File: src/rtl/c_reg_piso_v4_0_pkg.sv
// Shared types and constant helpers for the c_reg_piso_v4_0 unload register.
package c_reg_piso_v4_0_pkg;

    // FSM codes: IDLE waits for a word, SHIFT drains one.
    typedef enum logic {
        ST_IDLE  = 1'b0,
        ST_SHIFT = 1'b1
    } piso_state_e;

    // Longest init string accepted (characters), matches the widest legal word.
    localparam int C_MAX_CHARS = 64;

    // Ceiling log2, at least 1 so a counter always has one bit.
    function automatic int c_clog2(input int value);
        int res;
        res = 1;
        for (int i = 1; i < 32; i++) begin
            if ((32'sd1 << i) < value) begin
                res = i + 1;
            end
        end
        return res;
    endfunction

    // Turns a right-justified "0101..." literal into a bit vector.
    // Empty or short strings leave the missing upper bits at zero.
    function automatic logic [C_MAX_CHARS-1:0] to_bits(input logic [8*C_MAX_CHARS-1:0] str);
        logic [C_MAX_CHARS-1:0] res;
        res = {C_MAX_CHARS{1'b0}};
        for (int i = 0; i < C_MAX_CHARS; i++) begin
            res[i] = (str[8*i +: 8] == 8'h31);
        end
        return res;
    endfunction

endpackage

File: src/rtl/c_reg_piso_v4_0_bitcnt.sv
// Bit-position counter for the PISO register, with a registered last-bit flag.
module c_piso_bitcnt_v4_0
    import c_reg_piso_v4_0_pkg::*;
#(
    parameter int C_WIDTH = 16,
    parameter int CNT_W   = 4
) (
    input  logic i_clk,
    input  logic i_sclr,
    input  logic i_ce,
    input  logic i_clr,
    input  logic i_inc,
    output logic o_last
);

    localparam logic [CNT_W-1:0] LAST_CNT = CNT_W'(C_WIDTH - 1);

    logic [CNT_W-1:0] r_cnt;
    logic [CNT_W-1:0] w_cnt_nxt;
    logic             r_last;

    // Next count: a clear (new word or word finished) beats an increment.
    always_comb begin
        w_cnt_nxt = r_cnt;
        if (i_clr) begin
            w_cnt_nxt = {CNT_W{1'b0}};
        end else if (i_inc) begin
            w_cnt_nxt = r_cnt + {{(CNT_W-1){1'b0}}, 1'b1};
        end else begin
            w_cnt_nxt = r_cnt;
        end
    end

    // Count register and last flag, frozen while the clock enable is low.
    always_ff @(posedge i_clk) begin
        if (i_sclr) begin
            r_cnt  <= {CNT_W{1'b0}};
            r_last <= 1'b0;
        end else if (i_ce) begin
            r_cnt  <= w_cnt_nxt;
            r_last <= (w_cnt_nxt == LAST_CNT);
        end else begin
            r_cnt  <= r_cnt;
            r_last <= r_last;
        end
    end

    assign o_last = r_last;

endmodule

File: src/rtl/c_reg_piso_v4_0.sv
// Parallel-in / serial-out unload register with valid/ready on both sides.
module c_reg_piso_v4_0
    import c_reg_piso_v4_0_pkg::*;
#(
    parameter int                         C_WIDTH     = 16,
    parameter int                         C_SHIFT_DIR = 0,
    parameter int                         C_HAS_CE    = 0,
    parameter logic [8*C_MAX_CHARS-1:0]   C_SINIT_VAL = "",
    parameter int                         C_IDLE_VAL  = 0
) (
    input  logic               i_clk,
    input  logic               i_sclr,
    input  logic               i_ce,
    input  logic [C_WIDTH-1:0] i_d,
    input  logic               i_load_valid,
    output logic               o_load_ready,
    output logic               o_sdout,
    output logic               o_svalid,
    input  logic               i_sready,
    output logic               o_slast,
    output logic               o_busy
);

    localparam int                     CNT_W      = c_clog2(C_WIDTH);
    localparam logic [C_MAX_CHARS-1:0] SINIT_FULL = to_bits(C_SINIT_VAL);
    localparam logic [C_WIDTH-1:0]     SINIT      = SINIT_FULL[C_WIDTH-1:0];
    localparam logic                   IDLE_BIT   = (C_IDLE_VAL != 0);
    localparam logic                   LSB_FIRST  = (C_SHIFT_DIR != 0);

    piso_state_e        r_state;
    piso_state_e        w_state_nxt;
    logic [C_WIDTH-1:0] r_shreg;
    logic [C_WIDTH-1:0] w_shreg_nxt;
    logic               r_sdout;
    logic               r_svalid;
    logic               r_busy;
    logic               w_ce;
    logic               w_load_ready;
    logic               w_load;
    logic               w_beat;
    logic               w_last;
    logic               w_cnt_clr;
    logic               w_out_bit;

    assign w_ce   = (C_HAS_CE != 0) ? i_ce : 1'b1;
    assign w_load = i_load_valid & w_load_ready;
    assign w_beat = r_svalid & i_sready & w_ce;
    // Restart the count on a new word, and also when the last bit leaves so it never wraps.
    assign w_cnt_clr = w_load | (w_beat & w_last);

    // Load acceptance: any time in IDLE, in SHIFT only while the final bit is being taken.
    always_comb begin
        w_load_ready = 1'b0;
        if (i_sclr || !w_ce) begin
            w_load_ready = 1'b0;
        end else begin
            case (r_state)
                ST_IDLE:  w_load_ready = 1'b1;
                ST_SHIFT: w_load_ready = w_last & i_sready;
                default:  w_load_ready = 1'b0;
            endcase
        end
    end

    // Next state and shift register contents.
    always_comb begin
        w_state_nxt = r_state;
        w_shreg_nxt = r_shreg;
        case (r_state)
            ST_IDLE: begin
                if (w_load) begin
                    w_shreg_nxt = i_d;
                    w_state_nxt = ST_SHIFT;
                end else begin
                    w_state_nxt = ST_IDLE;
                end
            end
            ST_SHIFT: begin
                if (w_load) begin
                    w_shreg_nxt = i_d;
                    w_state_nxt = ST_SHIFT;
                end else if (w_beat) begin
                    w_shreg_nxt = LSB_FIRST ? {1'b0, r_shreg[C_WIDTH-1:1]}
                                            : {r_shreg[C_WIDTH-2:0], 1'b0};
                    w_state_nxt = w_last ? ST_IDLE : ST_SHIFT;
                end else begin
                    w_state_nxt = ST_SHIFT;
                end
            end
            default: begin
                w_state_nxt = ST_IDLE;
            end
        endcase
    end

    // Output bit as it will appear once the next state is registered.
    assign w_out_bit = (w_state_nxt == ST_SHIFT)
                     ? (LSB_FIRST ? w_shreg_nxt[0] : w_shreg_nxt[C_WIDTH-1])
                     : IDLE_BIT;

    // State, shift register and registered serial-side outputs.
    always_ff @(posedge i_clk) begin
        if (i_sclr) begin
            r_state  <= ST_IDLE;
            r_shreg  <= SINIT;
            r_sdout  <= IDLE_BIT;
            r_svalid <= 1'b0;
            r_busy   <= 1'b0;
        end else if (w_ce) begin
            r_state  <= w_state_nxt;
            r_shreg  <= w_shreg_nxt;
            r_sdout  <= w_out_bit;
            r_svalid <= (w_state_nxt == ST_SHIFT);
            r_busy   <= (w_state_nxt == ST_SHIFT);
        end else begin
            r_state  <= r_state;
            r_shreg  <= r_shreg;
            r_sdout  <= r_sdout;
            r_svalid <= r_svalid;
            r_busy   <= r_busy;
        end
    end

    c_piso_bitcnt_v4_0 #(
        .C_WIDTH (C_WIDTH),
        .CNT_W   (CNT_W)
    ) u_bitcnt (
        .i_clk  (i_clk),
        .i_sclr (i_sclr),
        .i_ce   (w_ce),
        .i_clr  (w_cnt_clr),
        .i_inc  (w_beat),
        .o_last (w_last)
    );

    assign o_load_ready = w_load_ready;
    assign o_sdout      = r_sdout;
    assign o_svalid     = r_svalid;
    assign o_slast      = w_last;
    assign o_busy       = r_busy;

endmodule

File: config.mk
export PLATFORM = sky130hd
export DESIGN_NAME = c_reg_piso_v4_0
export DESIGN_NICKNAME = d
export VERILOG_FILES = /design/src/rtl/c_reg_piso_v4_0_pkg.sv /design/src/rtl/c_reg_piso_v4_0_bitcnt.sv /design/src/rtl/c_reg_piso_v4_0.sv
export SDC_FILE = /design/constraint.sdc
export NUM_CORES = 1
export LEC_CHECK = 0
export CAP_MARGIN = 5
export CELL_PAD_IN_SITES_DETAIL_PLACEMENT = 1
export CELL_PAD_IN_SITES_GLOBAL_PLACEMENT = 2
export CORE_MARGIN = 5
export CORE_UTILIZATION = 37
export CTS_CLUSTER_SIZE = 28
export DETAILED_ROUTE_END_ITERATION = 8
export GPL_TIMING_DRIVEN = 1
export PLACE_DENSITY = 0.89
export SLEW_MARGIN = 20
export SYNTH_ARGS = -nofsm -noshare
export SYNTH_HDL_FRONTEND = slang
export SYNTH_HIERARCHICAL = 1
export SYNTH_SLANG_ARGS = --single-unit
File: constraint.sdc
create_clock -name i_clk -period 5.8 [get_ports i_clk]
set_clock_uncertainty 0.2 [all_clocks]
set_input_delay 0.87 -clock i_clk [delete_from_list [all_inputs] [get_ports i_clk]]
set_output_delay 0.87 -clock i_clk [all_outputs]
set_load 0.01 [all_outputs]
==> out/qor.txt, run 1 <==
pre-CTS WS: 1.34 ns
max-cap violations: 0
Hold Crit Class: flop to flop
global placer's final weighted congestion: 0.824
Critical Path End Type: flop
Mean Syn Cell Area: 7.56 um^2
YS warnings: 6
sequential share of power: 54.8%
Worst Max-Slew Pin Slew: 1.07 ns
top cell type by total area after synthesis: dfxtp_1
Die X-Extent: 104 um
CTS Sinks: 51
htree depth: 2
Worst setup SP type: input port
async set or reset register ratio after synthesis: 0%
CP top delay family: buffers and inverters
Final Max Slew Viols: 0
Max-slew headroom: 28.3%
residual DRC count: 0
PwrDens: 184 nW/um^2
Final setup viols: 0
Wirelength per Cell: 17.6 um
internal power: 483 uW
initial antenna violation count: 0
Setup Crit Path Kind: input port to flop
synthesized cell area: 3280 um^2
Seq cells post-synth: 51
placed insts: 541
Nets: 462
detailed-router iteration count before antenna repair: 4
Die Y: 104 um
Post-CTS Resized: 0
Port Buffers: 24
Worst EP required: 5.86 ns
status: complete, no violations
FMAX: 239 MHz
Top FF cell, synth: dfxtp_1
CP peak stage delay: 0.47 ns
sw power: 189 uW
post-route ant nets: 0
DRT iter0 DRCs: 119
fin worst setup slack: 1.62 ns
vias in the first global route: 3378
pin count of the biggest net entering global routing: 56
setup TNS: 0 ns
first-pass GRT wire length: 16.6 mm
Total GRT Usage: 17.8%
Max Buffers Root-to-Sink: 2
combinational power share: 12.5%
Yosys cell types: 62
clock network power share: 32.6%
Syn Inst Count: 434
DR vias/cell: 6.01
ratio of cells with drive above 1 in the final layout: 6.80%
Die Area: 10800 um^2
Peak VDD IR: 0.116 mV
core area: 8680 um^2
Clk Latency, worst-skew pair: 0.32 ns
fin crit share: 72.0%
Seq/Total Area, Yosys: 31.1%
HPWL after DPL: 6.60 mm
P&R area growth vs syn: 11.1%
Leakage: 1.24 nW
final wirelength: 9.66 mm
CTS tree: built
Post CTS Setup Buffer Count: 0
Worst-path clk slew: 0.10 ns
Synth top area share: 31.1%
CTS Buf Count: 5
Post-CTS Hold Buffers: 0
root buffer cell: clkbuf_8
fill count: 1101
RSZ-0062 raised after global routing: no
Initial Util: 37.8%
most area-consuming cells after synthesis: dfxtp_1 31%, nor2_1 7.2%, a21oi_1 5.2%, o21ai_0 4.7%, nand2_1 4.2%
Critical Path Fanout Max: 37
via count: 3302
Worst Path Arrival: 4.24 ns
CP cell instances: clkdlybuf4s50_1, nand2_1, clkinv_1, buf_4, a21o_1, buf_4, inv_1, nand2_1, nor3_1, o2111a_1, o2111ai_1, a2111oi_2, a21o_1
Ports: 26
Slowest-stage cell, CP: clkdlybuf4s50_1
Hold WS: 0.301 ns
number of synthesized flops with an enable pin: 0
Crit path buffers/inverters: 5
crit path time final: 4.18 ns
row cnt: 34
switching share of power: 28.1%
ANT cells: 0
Fin. Hold Viols: 0
GR Overflow Total: 0
Cell Count, Final, Fillers Out: 549
state kept, by name, summed over array words and instances (netlist names):
signal and flops:
o_sdout 1, o_busy 1, u_bitcnt/o_last 1, r_shreg 16
u_bitcnt/r_cnt 32
metrics by stage:
stage          total power, mW  util [%]  area (um^2)
2_1_floorplan            0.427         -         3300
3_3_place_gp             0.456      40.9         3550
3_5_place_dp             0.459      40.9         3550
4_1_cts                  0.679      42.0         3640
5_1_grt                  0.705      42.0         3640
6_report                 0.671      42.0         3640
final cells by class:
cell class                 count  area (um^2)  area share [%]
clock buffer                   5         68.8            1.89
clock inverter                 3         23.8           0.652
inverter                       6         22.5           0.618
multi-input combinational    347         2100            57.6
sequential                    51         1020            28.0
tap                          108          135            3.71
timing repair buffer          29          273            7.49
cell usage in the layout, fill, tap and decap left out, drive strengths merged, types with 2 or more instances in the layout:
cell,synthesis,routed
nor2,63,63
dfxtp,51,51
nand2,37,37
a21oi,34,34
o21ai,32,32
nand3,27,27
clkdlybuf4s50,0,23
or3b,15,15
nand4,15,15
a311oi,14,14
nor3,12,12
nor4,12,12
and3,8,8
or3,7,7
buf,14,6
inv,5,6
clkbuf,20,5
conb,1,5
a22oi,5,5
xor2,5,5
and4,5,5
mux2i,4,4
nand3b,4,4
xnor2,4,4
a21o,3,3
nor3b,3,3
o31ai,3,3
o2111ai,2,2
clkinvlp,0,2
and2,2,2
nand4b,2,2
a31oi,2,2
a41oi,2,2
synthesized netlist by cell type, drive strengths merged (4+ instances only):
master  number
nor2        63
dfxtp       51
nand2       37
a21oi       34
o21ai       32
nand3       27
clkbuf      20
nand4       15
or3b        15
a311oi      14
buf         14
nor3        12
nor4        12
and3         8
or3          7
a22oi        5
and4         5
inv          5
xor2         5
mux2i        4
nand3b       4
xnor2        4
logic make-up after synthesis:
family / Yosys count / synth area share (%)
fa+ha+maj: 1 / 0.381
other cells: 1 / 0.114
flops: 51 / 31.1
xor+xnor: 9 / 2.40
compound gates: 110 / 21.5
buf+inv: 40 / 5.34
mux: 5 / 1.56
simple gates: 217 / 37.6
worst reg2reg max path: stages (launching register included):
cell and delay [ns]:
dfxtp_1 0.50, nand2_1 0.18, clkinv_1 0.31, buf_4 0.29
nand4_4 0.25, nor4_4 0.67, o311ai_1 0.21, o31ai_1 0.11
o2111ai_1 0.23, a2111oi_2 0.42, a21o_1 0.17
power groups by stage:
stage	sequential [mW]	clock [mW]	combinational [mW]
after floorplan	0.375	0	0.0521
after global placement	0.376	0	0.0805
after detailed placement	0.376	0	0.0827
after CTS	0.368	0.228	0.0827
after global routing	0.370	0.242	0.0931
final	0.368	0.219	0.0842
routing by layer:
layer | track usage [%] | share of wire (%) | routed length (um) | vias to the layer above
met5 | 0 | 0 | 0 | -
met4 | 3.89 | 0.91 | 88 | 0
met3 | 2.61 | 2.7 | 264 | 7
met2 | 30.3 | 48 | 4640 | 48
met1 | 23.9 | 48 | 4670 | 1628
li1 | - | - | - | 1619
final timing paths:
kind / from / slack, ns / endpoint / depth (start not counted)
worst max-delay path: i_sready / 1.62 / u_bitcnt/o_last / 13
worst min-delay path: r_shreg[9] / 0.30 / r_shreg[10] / 2
worst max register to register: o_busy / 2.22 / u_bitcnt/o_last / 10
worst min register to register: r_shreg[9] / 0.30 / r_shreg[10] / 2
Power figures use the tool's default switching activity.
==> run 2: changes to the inputs <==
CORE_UTILIZATION = 31   (was 37)
PLACE_DENSITY = 0.8   (was 0.89)
clock period = 3.4 ns   (was 5.8 ns; I/O delays follow)
==> out/qor.txt, run 2 (synthesis gave the netlist of run 1 again) <==
Die X-Extent: 113 um
Worst Max-Slew Pin Slew: 0.624 ns
Critical Path End Type: flop
htree depth: 2
Final Max Slew Viols: 0
Port Buffers: 24
P&R area growth vs syn: 16.7%
area occupied by registers: 1020 um^2
Clk Latency, worst-skew pair: 0.32 ns
max-cap violations: 0
Initial Util: 31.8%
Wirelength per Cell: 17.3 um
initial antenna violation count: 0
root buffer cell: clkbuf_8
row cnt: 37
fin worst setup slack: 0.317 ns
Worst Path Arrival: 3.16 ns
Top reg by flops: u_bitcnt/r_cnt
Hold WS: 0.286 ns
Max-slew headroom: 58.4%
commonest non-fill, non-tap cell in the layout: nor2_1
status: complete, no violations
Post-CTS Hold Buffers: 0
Final setup viols: 0
ratio of cells with drive above 1 in the final layout: 9.87%
Setup Crit Path Kind: input port to flop
setup TNS: 0 ns
Ports: 26
residual DRC count: 0
CTS Sinks: 51
global placer's final weighted congestion: 0.799
top flop regs: u_bitcnt/r_cnt x32, r_shreg x16
post-route ant nets: 0
PwrDens: 324 nW/um^2
ANT cells: 0
RSZ-0062 raised after global routing: no
HPWL after DPL: 7.09 mm
Hold Crit Class: flop to flop
fill count: 1272
FMAX: 324 MHz
Leakage: 1.33 nW
Worst setup SP type: input port
DRT iter0 DRCs: 232
Die Y: 113 um
CTS tree: built
GR Overflow Total: 0
Post CTS Setup Buffer Count: 0
Post-CTS Resized: 0
Peak VDD IR: 0.176 mV
Total GRT Usage: 16.3%
fin crit share: 90.7%
vias in the first global route: 3401
Fin. Hold Viols: 0
final wirelength: 10.2 mm
DR vias/cell: 5.74
Critical Path Fanout Max: 23
core area: 10300 um^2
via count: 3396
first-pass GRT wire length: 17.3 mm
Die Area: 12700 um^2
Worst-path clk slew: 0.11 ns
pin count of the biggest net entering global routing: 56
Nets: 477
most frequent cells in the layout: 63 x nor2_1, 51 x dfxtp_1, 37 x nand2_1
Max Buffers Root-to-Sink: 2
detailed-router iteration count before antenna repair: 5
max reg flops: 32
CTS Buf Count: 5
Worst EP required: 3.47 ns
crit path time final: 3.08 ns
footprint of the multi-input gates: 2100 um^2
pre-CTS WS: 0.0393 ns
==> run 2: cell count changes in the layout (fill, tap and decap cells not counted) <==
cell,delta
buf_12,+1
clkinv_4,+1
bufinv_16,+1
buf_4,+14
clkinvlp_4,-2
==> run 2: final cells by class <==
class | count | share of cell area, %
Multi-Input combinational cell | 347 | 54.9
Clock buffer | 5 | 1.80
Inverter | 6 | 0.588
Clock inverter | 3 | 1.24
Timing Repair Buffer | 44 | 10.4
Tap cell | 136 | 4.45
Sequential cell | 51 | 26.7
==> run 2: final timing paths <==
| check | startpoint | end | slack, ns | depth (start not counted) |
|---|---|---|---|---|
| setup reg to reg | o_busy | u_bitcnt/o_last | 0.56 | 10 |
| hold / removal | r_shreg[5] | r_shreg[6] | 0.29 | 2 |
| setup / recovery | i_sready | u_bitcnt/o_last | 0.32 | 12 |
| hold reg to reg | r_shreg[5] | r_shreg[6] | 0.29 | 2 |
==> run 2: critical path: stages <==
cell and delay (ns):
clkdlybuf4s50_1 0.46, nand2_1 0.13, clkinv_1 0.19, buf_4 0.29
a21o_1 0.24, inv_1 0.09, nand2_1 0.08, nor3_1 0.23
o2111a_1 0.23, o2111ai_1 0.13, a2111oi_2 0.40, a21o_1 0.17
==> run 2: layer usage <==
metal  share of wire, %  vias up  global-route usage [%]
met5                  0        -                       0
met4               0.93        0                    3.53
met3                3.1        6                    2.25
met2                 47       43                    26.9
met1                 49     1700                    22.7
li1                   -     1647                       -
==> run 2: power breakdown <==
group	internal (mW)	leakage (nW)	total (mW)	switching, mW
Combinational	0.0650	0.861	0.154	0.0886
Sequential	0.617	0.415	0.629	0.0123
Clock	0.224	0.0587	0.458	0.235
Total	0.905	1.33	1.24	0.335
==> run 2: through the flow <==
step	total power, mW	utilization [%]	std cells	area [um^2]
2_1_floorplan	0.728	-	438	3300
3_3_place_gp	0.788	35.9	584	3710
5_1_grt	1.30	37.1	592	3830
6_report	1.24	37.1	592	3830
4_1_cts	1.25	37.1	592	3830
3_5_place_dp	0.792	35.9	584	3710
